## src/rtl/fifo_flags_if.sv

```systemverilog
// Handshake and status bundle between a FIFO and the stage that fills/drains it.
// The master drives push/pop/data_in; the slave (the FIFO) drives data and flags.
interface fifo_flags_if #(
    parameter int unsigned DATA_WIDTH = 10,
    parameter int unsigned ADDR_WIDTH = 3
);
    logic                  push;
    logic                  pop;
    logic [DATA_WIDTH-1:0] data_in;
    logic [DATA_WIDTH-1:0] data_out;
    logic                  full;
    logic                  empty;
    logic                  almost_full;
    logic                  almost_empty;
    logic [ADDR_WIDTH:0]   fill_level;
    logic                  error;

    modport master (
        output push,
        output pop,
        output data_in,
        input  data_out,
        input  full,
        input  empty,
        input  almost_full,
        input  almost_empty,
        input  fill_level,
        input  error
    );

    modport slave (
        input  push,
        input  pop,
        input  data_in,
        output data_out,
        output full,
        output empty,
        output almost_full,
        output almost_empty,
        output fill_level,
        output error
    );
endinterface

```

## src/rtl/fifo_flags.sv

```systemverilog
// Single-clock FIFO with registered read data, occupancy-derived flags and a
// sticky overflow/underflow error bit.
module fifo_flags #(
    parameter int unsigned DATA_WIDTH = 10,
    parameter int unsigned ADDR_WIDTH = 3,
    parameter int unsigned AF_THRESH  = 6,
    parameter int unsigned AE_THRESH  = 1
) (
    input  logic        i_clk,
    input  logic        i_reset,
    fifo_flags_if.slave bus
);

    localparam int unsigned DEPTH = 1 << ADDR_WIDTH;

    localparam logic [ADDR_WIDTH:0]   LP_DEPTH   = (ADDR_WIDTH + 1)'(DEPTH);
    localparam logic [ADDR_WIDTH:0]   LP_AF      = (ADDR_WIDTH + 1)'(AF_THRESH);
    localparam logic [ADDR_WIDTH:0]   LP_AE      = (ADDR_WIDTH + 1)'(AE_THRESH);
    localparam logic [ADDR_WIDTH:0]   LP_CNT_ONE = (ADDR_WIDTH + 1)'(1);
    localparam logic [ADDR_WIDTH-1:0] LP_PTR_ONE = ADDR_WIDTH'(1);

    if (AF_THRESH < 1 || AF_THRESH > DEPTH) begin : g_bad_af
        $error("fifo_flags: AF_THRESH must lie in 1..DEPTH");
    end
    if (AE_THRESH > DEPTH - 1) begin : g_bad_ae
        $error("fifo_flags: AE_THRESH must lie in 0..DEPTH-1");
    end

    logic [DATA_WIDTH-1:0] r_mem [DEPTH];
    logic [ADDR_WIDTH-1:0] r_wr_ptr;
    logic [ADDR_WIDTH-1:0] r_rd_ptr;
    logic [ADDR_WIDTH:0]   r_count;
    logic [DATA_WIDTH-1:0] r_data_out;
    logic                  r_error;

    logic                  w_full;
    logic                  w_empty;
    logic                  w_push_ok;
    logic                  w_pop_ok;
    logic                  w_overflow;
    logic                  w_underflow;
    logic [ADDR_WIDTH:0]   w_count_d;

    assign w_full  = (r_count == LP_DEPTH);
    assign w_empty = (r_count == '0);

    // A pop on a full FIFO frees the slot the simultaneous push needs.
    assign w_push_ok   = bus.push && (!w_full || bus.pop);
    assign w_pop_ok    = bus.pop && !w_empty;
    assign w_overflow  = bus.push && w_full && !bus.pop;
    assign w_underflow = bus.pop && w_empty;

    always_comb begin
        w_count_d = r_count;
        case ({w_push_ok, w_pop_ok})
            2'b10:   w_count_d = r_count + LP_CNT_ONE;
            2'b01:   w_count_d = r_count - LP_CNT_ONE;
            default: w_count_d = r_count;
        endcase
    end

    // Storage has no reset; writes are suppressed while reset is asserted.
    always_ff @(posedge i_clk) begin
        if (i_reset && w_push_ok) begin
            r_mem[r_wr_ptr] <= bus.data_in;
        end
    end

    always_ff @(posedge i_clk) begin
        if (!i_reset) begin
            r_wr_ptr   <= '0;
            r_rd_ptr   <= '0;
            r_count    <= '0;
            r_data_out <= '0;
            r_error    <= 1'b0;
        end else begin
            if (w_push_ok) begin
                r_wr_ptr <= r_wr_ptr + LP_PTR_ONE;
            end
            if (w_pop_ok) begin
                r_data_out <= r_mem[r_rd_ptr];
                r_rd_ptr   <= r_rd_ptr + LP_PTR_ONE;
            end
            r_count <= w_count_d;
            if (w_overflow || w_underflow) begin
                r_error <= 1'b1;
            end
        end
    end

    assign bus.data_out     = r_data_out;
    assign bus.full         = w_full;
    assign bus.empty        = w_empty;
    assign bus.almost_full  = (r_count >= LP_AF);
    assign bus.almost_empty = (r_count <= LP_AE);
    assign bus.fill_level   = r_count;
    assign bus.error        = r_error;

endmodule

```

## src/flat_wrapper.sv

```systemverilog
// flat-port wrapper written by rule: the top's interface ports become plain ports
module fifo_flags_flat 
#(
    parameter int unsigned DATA_WIDTH = 10,
    parameter int unsigned ADDR_WIDTH = 3,
    parameter int unsigned AF_THRESH  = 6,
    parameter int unsigned AE_THRESH  = 1
)
  (i_clk, i_reset, bus_push, bus_pop, bus_data_in, bus_data_out, bus_full, bus_empty, bus_almost_full, bus_almost_empty, bus_fill_level, bus_error);
  fifo_flags_if #(.DATA_WIDTH(DATA_WIDTH), .ADDR_WIDTH(ADDR_WIDTH)) bus_i ();
  input  logic i_clk;
  input  logic i_reset;
  input wire logic [$bits(bus_i.push)-1:0] bus_push;
  input wire logic [$bits(bus_i.pop)-1:0] bus_pop;
  input wire logic [$bits(bus_i.data_in)-1:0] bus_data_in;
  output wire logic [$bits(bus_i.data_out)-1:0] bus_data_out;
  output wire logic [$bits(bus_i.full)-1:0] bus_full;
  output wire logic [$bits(bus_i.empty)-1:0] bus_empty;
  output wire logic [$bits(bus_i.almost_full)-1:0] bus_almost_full;
  output wire logic [$bits(bus_i.almost_empty)-1:0] bus_almost_empty;
  output wire logic [$bits(bus_i.fill_level)-1:0] bus_fill_level;
  output wire logic [$bits(bus_i.error)-1:0] bus_error;
  assign bus_i.push = bus_push;
  assign bus_i.pop = bus_pop;
  assign bus_i.data_in = bus_data_in;
  assign bus_data_out = bus_i.data_out;
  assign bus_full = bus_i.full;
  assign bus_empty = bus_i.empty;
  assign bus_almost_full = bus_i.almost_full;
  assign bus_almost_empty = bus_i.almost_empty;
  assign bus_fill_level = bus_i.fill_level;
  assign bus_error = bus_i.error;
  fifo_flags #(.DATA_WIDTH(DATA_WIDTH), .ADDR_WIDTH(ADDR_WIDTH), .AF_THRESH(AF_THRESH), .AE_THRESH(AE_THRESH)) u_core (.i_clk(i_clk), .i_reset(i_reset), .bus(bus_i));
endmodule
```

## config.mk

```make
export PLATFORM = sky130hd
export DESIGN_NAME = fifo_flags_flat
export DESIGN_NICKNAME = d
export VERILOG_FILES = /design/src/rtl/fifo_flags_if.sv /design/src/rtl/fifo_flags.sv /design/src/flat_wrapper.sv
export SDC_FILE = /design/constraint.sdc
export NUM_CORES = 1
export LEC_CHECK = 0
export ABC_AREA = 0
export BUFFER_PORTS_ARGS = -buffer_cell sky130_fd_sc_hd__clkbuf_2
export CAP_MARGIN = 20
export CELL_PAD_IN_SITES_DETAIL_PLACEMENT = 0
export CELL_PAD_IN_SITES_GLOBAL_PLACEMENT = 1
export CORE_MARGIN = 1.5
export CORE_UTILIZATION = 30
export CTS_CLUSTER_SIZE = 24
export DETAILED_ROUTE_END_ITERATION = 7
export GPL_TIMING_DRIVEN = 0
export HOLD_SLACK_MARGIN = 0.06
export PLACE_DENSITY = 0.55
export SETUP_SLACK_MARGIN = 0.1
export SLEW_MARGIN = 20
export SYNTH_ARGS = -nofsm -noshare
export SYNTH_HDL_FRONTEND = slang
export SYNTH_SLANG_ARGS = --single-unit
export TNS_END_PERCENT = 20
```

## constraint.sdc

```tcl
create_clock -name i_clk -period 3.6 [get_ports i_clk]
set_input_delay 1.08 -clock i_clk [delete_from_list [all_inputs] [get_ports i_clk]]
set_output_delay 1.08 -clock i_clk [all_outputs]
set_load 0.02 [all_outputs]
```

Word level (Yosys, flattened, before mapping)

Memory sizes are Yosys's and may differ from the RTL's. A register that Yosys moved wholly into a read port is not among the register bits.
Index checks and enable logic that the tools add are counted.

Flip-flop bits (word level): 11
Word-level logic and storage cells: 31
Memories kept: 1
ROM bits: 0
Memory bits (writable): 80
Latch bits: 0
Output and inout bits: 19
Input bits: 14

Memories:

| memory       | depth | width | read ports | clocked after Yosys merged registers in | wr ports | line             | source |
|---|---|---|---|---|---|---|---|
| u_core.r_mem | 8     | 10    | 1          | 1                                       | 1        | fifo_flags.sv:29 | `logic [DATA_WIDTH-1:0] r_mem [DEPTH];` |

Bitwise gates (word level): 0
Multipliers: 0
Equal/unequal tests: 3
$lt $le $gt $ge: 2
Divide/modulo/power cells: 0
Shift operators: 0
Add/sub/neg operators: 4
Mux-type cells: 3
Reductions and logical operators: 14

Operator list:

| cell                                                            | number |
|---|---|
| one-hot mux 4 bit (2 select lines)                              | 1 |
| adder 3 x 1 -> 3 bit (second input constant)                    | 2 |
| logical AND 1 bit                                               | 6 |
| adder 4 x 1 -> 4 bit (second input constant)                    | 1 |
| == test 4 bit (second input constant)                           | 1 |
| >= comparator 4 x 3 -> 1 bit (second input constant)            | 1 |
| less-or-equal comparator 4 x 1 -> 1 bit (second input constant) | 1 |
| zero test 1 bit                                                 | 4 |
| zero test 4 bit                                                 | 1 |
| subtractor 4 x 1 -> 4 bit (second input constant)               | 1 |
| == test 2 x 1 -> 1 bit (second input constant)                  | 1 |
| == test 2 bit (second input constant)                           | 1 |
| logical OR 1 bit                                                | 2 |
| two-way mux 1 bit                                               | 2 |
| nonzero test 2 bit                                              | 1 |

Longest topological paths before layout

Depth after elaboration: 7
Depth in mapped cells: 11
Mapped depth without buffers: 10

Worst setup path after synthesis

OpenSTA, ideal clock, no wires.

Kind: input to register
Start point: input bus_pop
End point: memory u_core.r_mem[1][0] (enable)
Cell stages on the path: 3
Path buffers: 0
Data arrival time: 2.414 ns
Data required time: 3.196 ns
Setup slack: 0.782 ns
Cell sequence: nand2b_1 > o21ai_4 > nor4_1

Cells in the longest elaborated chain, start to end: 5

Ends and longest elaborated chain:

| what                                    | line               | source |
|---|---|---|
| start: declaration                      | flat_wrapper.sv:14 | `input wire logic [$bits(bus_i.pop)-1:0] bus_pop;` |
| logical OR 1 bit                        | fifo_flags.sv:48   | `assign w_push_ok = bus.push && (!w_full \|\| bus.pop);` |
| logical AND 1 bit                       | fifo_flags.sv:48   |  |
| logical AND 1 bit                       | fifo_flags.sv:64   | `if (i_reset && w_push_ok) begin` |
| two-way mux 1 bit                       | fifo_flags.sv:64   |  |
| two-way mux 1 bit (implied by the code) | fifo_flags.sv:65   | `r_mem[r_wr_ptr] <= bus.data_in;` |
| end: declaration                        | fifo_flags.sv:29   |  |

Every way passes these cells.

Final worst setup path

Start point: input bus_pop
End point: register u_core.r_count[3] (netlist: u_core.bus.fill_level[3])

Cells in the longest elaborated chain, start to end: 4
Elaborated cells on any way between the ends: 7
Classes of those cells: eq/ne: 2; mux: 1; reduce/logical: 4

Ends and longest elaborated chain:

| what                                                                     | line             | source |
|---|---|---|
| logical OR 1 bit                                                         | fifo_flags.sv:48 |  |
| logical AND 1 bit                                                        | fifo_flags.sv:48 |  |
| == test 2 x 1 -> 1 bit or == test 2 bit (tied branches)                  | fifo_flags.sv:55 | `case ({w_push_ok, w_pop_ok})` |
| one-hot mux 4 bit (2 select lines) or nonzero test 2 bit (tied branches) | -                |  |
| end signal: assignment                                                   | fifo_flags.sv:84 | `r_count <= w_count_d;` |
| end: declaration                                                         | fifo_flags.sv:32 | `logic [ADDR_WIDTH:0] r_count;` |

Parallel ways exist; a longest one is shown, timed or not.
A chain may end at the register's enable or synchronous reset.

==> impl_metrics.json <==
{
  "maxCapViolations": 0,
  "detail_route.first_pass.iterations": 4,
  "dieWidth_um": 119,
  "clk_pin_slew_worst_paths_ns": 0.07,
  "hold_depth": 1,
  "ir_drop_mv": 0.271,
  "insertedDiodeCount": 0,
  "tightest_slew_ns": 0.968,
  "drt-vias-per-instance": 4.62,
  "regArea_mm2": 0.00282,
  "yosys_warnings": 0,
  "post-route-period-util_pct": 73.5,
  "clock_path_buffers": 2,
  "reg2regPathDepth": 10,
  "core.rowCount": 42,
  "synth_top_area_cell": "edfxtp_1",
  "crit_fanout": 7,
  "post_drt_wl_per_cell_um": 17.3,
  "synth_top_area_share_pct": 59.3,
  "synth_compound_area_share_pct": 8.43,
  "clock_latency_ns": 0.34,
  "hold_buffers": 0,
  "whs_ns": 0.475,
  "fmax_mhz": 378,
  "fin_ws_ns": 0.952,
  "cts_resized": 0,
  "layout_commonest_cell": "edfxtp_1",
  "start_kind": "input port",
  "critPathKind": "input port to flop",
  "critPathArrivalTime_ns": 2.88,
  "r2r_setup_slack_ns": 1.17,
  "finalClockSkew_ns": 0.00523,
  "synth_top_family_by_area": "multiplexers",
  "synth_nets": 278,
  "placed_area_mm2": 0.00454,
  "totalWireLength_um": 8480,
  "yosys_most_used_dff": "edfxtp_1",
  "fin_crit_ns": 2.65,
  "hold_path_end": "u_core.bus.data_out[8]$_SDFFE_PN0N_",
  "grt_pass1_vias": 2250,
  "slew_headroom_pct": 35.2,
  "syn_to_final_growth_pct": 19.2,
  "antenna_found_initial": 0,
  "hold_viol_final": 0,
  "post_cts_buffers": 0,
  "yosys.area_share.adder_pct": 2.16,
  "synth_edf_count": 80,
  "p_comb_share_pct": 27.2,
  "p_leak_uw": 0.00166,
  "fin_util_pct": 36.6,
  "numClockSinks": 101,
  "place.gp.congestion": 0.639,
  "vias": 2257,
  "core_mm2": 0.0132,
  "io_pins": 33,
  "slew_violations": 0,
  "netlist_area_mm2": 0.00405,
  "end_kind": "flop",
  "initial_core_util_pct": 30.7,
  "setup_viol": 0,
  "drc": 0,
  "grt_max_degree": 17,
  "clockRootBuffer": "clkbuf_16",
  "seqPwrFrac_pct": 43.4,
  "grt_pass1_wl_um": 12900,
  "avgSynthCellArea_um2": 15.8,
  "r2r_end": "u_core.bus.fill_level[3]$_SDFFE_PN0P_",
  "layout_common_cells": "80 x edfxtp_1, 43 x mux2i_1, 32 x clkbuf_2",
  "hpwlAfterDp_um": 5650,
  "drt_iter0_drc": 96,
  "dieArea_mm2": 0.0142,
  "track_usage_pct": 12.5,
  "ys_seq_area_share_pct": 69.6,
  "required_ns": 3.83,
  "min_path_type": "flop to flop",
  "port_buffers": 32,
  "final_area_mm2": 0.00483,
  "hp-start": "u_core.bus.data_out[8]$_SDFFE_PN0N_",
  "synthXorXnorAreaFrac_pct": 1.51,
  "postRouteAntennaNets": 0,
  "status": "complete, no violations",
  "cts_htree_levels": 3,
  "r2r_start": "u_core.bus.fill_level[1]$_SDFFE_PN0P_",
  "numCtsBuffers": 9,
  "fin_nets": 329,
  "clockPowerShare_pct": 29.4,
  "drive_gt1_share_pct": 24.0,
  "n_fill_cell": 1276,
  "chipHeight_um": 119,
  "rsz0062_at_grt": "no",
  "place_ws_ns": 0.612,
  "multiInputGateArea_mm2": 0.00116,
  "synth-simple-area-share_pct": 5.09,
  "p_switching_uw": 986,
  "intPower_uw": 2240,
  "synthMuxAreaShare_pct": 10.6,
  "syn_inst": 257,
  "power_density_mw_per_mm2": 667,
  "ys_types": 32,
  "yosys-top-cells-area": "edfxtp_1 59%, mux2i_1 11%, dfxtp_1 10%, a22oi_1 3.7%, a32o_1 2.5%",
  "async_flop_share_pct": 0,
  "synth_seq_cells": 101,
  "swShare_pct": 30.6,
  "overflow": 0,
  "cts_tree": "yes"
}
==> Yosys cell counts, drive strengths merged, types with 4 or more instances <==
| library cell | number |
|---|---|
| inv | 5 |
| a32o | 10 |
| buf | 12 |
| dfxtp | 21 |
| edfxtp | 80 |
| a22oi | 20 |
| o21ai | 4 |
| ha | 7 |
| nor3 | 5 |
| nor2 | 18 |
| xor2 | 6 |
| mux2i | 43 |
==> sequential cells by signal (all words and copies together) (netlist names) <==
name / count
u_core.bus.data_out: 10
u_core.bus.error: 1
u_core.r_wr_ptr: 3
u_core.r_mem: 80
u_core.r_rd_ptr: 3
u_core.bus.fill_level: 4
==> final cells by class <==
type / count / area share [%]
well taps: 176 / 4.56
clock buffers: 11 / 4.82
multi-input cells: 139 / 24.1
plain buffers: 12 / 1.76
inverters: 5 / 0.388
clock inverters: 5 / 1.24
repair buffers: 40 / 4.71
flip-flops and latches: 101 / 58.4
==> how the worst max path moves through the flow <==
stage	from	endpoint	depth (start not counted)
finish	bus_pop	u_core.bus.fill_level[3]$_SDFFE_PN0P_	8
global route	u_core.bus.fill_level[0]$_SDFFE_PN0P_	bus_empty	6
CTS	u_core.bus.fill_level[0]$_SDFFE_PN0P_	bus_full	6
detailed placement	bus_pop	u_core.bus.fill_level[3]$_SDFFE_PN0P_	8
global placement	bus_pop	u_core.r_mem[2][8]$_DFFE_PP_	4
floorplan	bus_pop	u_core.r_mem[1][0]$_DFFE_PP_	3
==> cells by family after synthesis <==
kind of cell	after synthesis
simple gates	41
compound gates	41
xor+xnor	7
buf+inv	17
fa+ha+maj	7
mux	43
flops	101
==> metrics by stage <==
step                setup TNS (ns)  total power (uW)  cells
floorplan                        0              2050    257
global placement             -9.57              2300    465
detailed placement               0              2320    473
CTS                              0              3260    489
global route                     0              3380    489
finish                           0              3220    489
==> critical path, stage by stage <==
cell      delay, ns
clkbuf_2       0.14
nand2b_1       0.23
o21ai_4        0.30
ha_1           0.30
or4b_1         0.47
a21oi_2        0.18
xnor2_1        0.13
nor2_1         0.05
==> power by group through the flow <==
stage / Sequential, uW / Combinational (uW) / Clock (uW)
after global placement: 1430 / 874 / 0
after detailed placement: 1430 / 889 / 0
final: 1400 / 875 / 948
after global routing: 1410 / 959 / 1010
after CTS: 1400 / 891 / 969
after floorplan: 1480 / 576 / 0
==> per-layer routing <==
layer  GRT usage (%)  routed length, um  vias to the layer above
met5               0                  0                        -
met4            3.84                101                        0
met3            2.87                215                        7
met2            20.2               3990                       27
met1            16.8               4180                     1121
li1                -                  -                     1102
(Power assumes the default switching activity.)
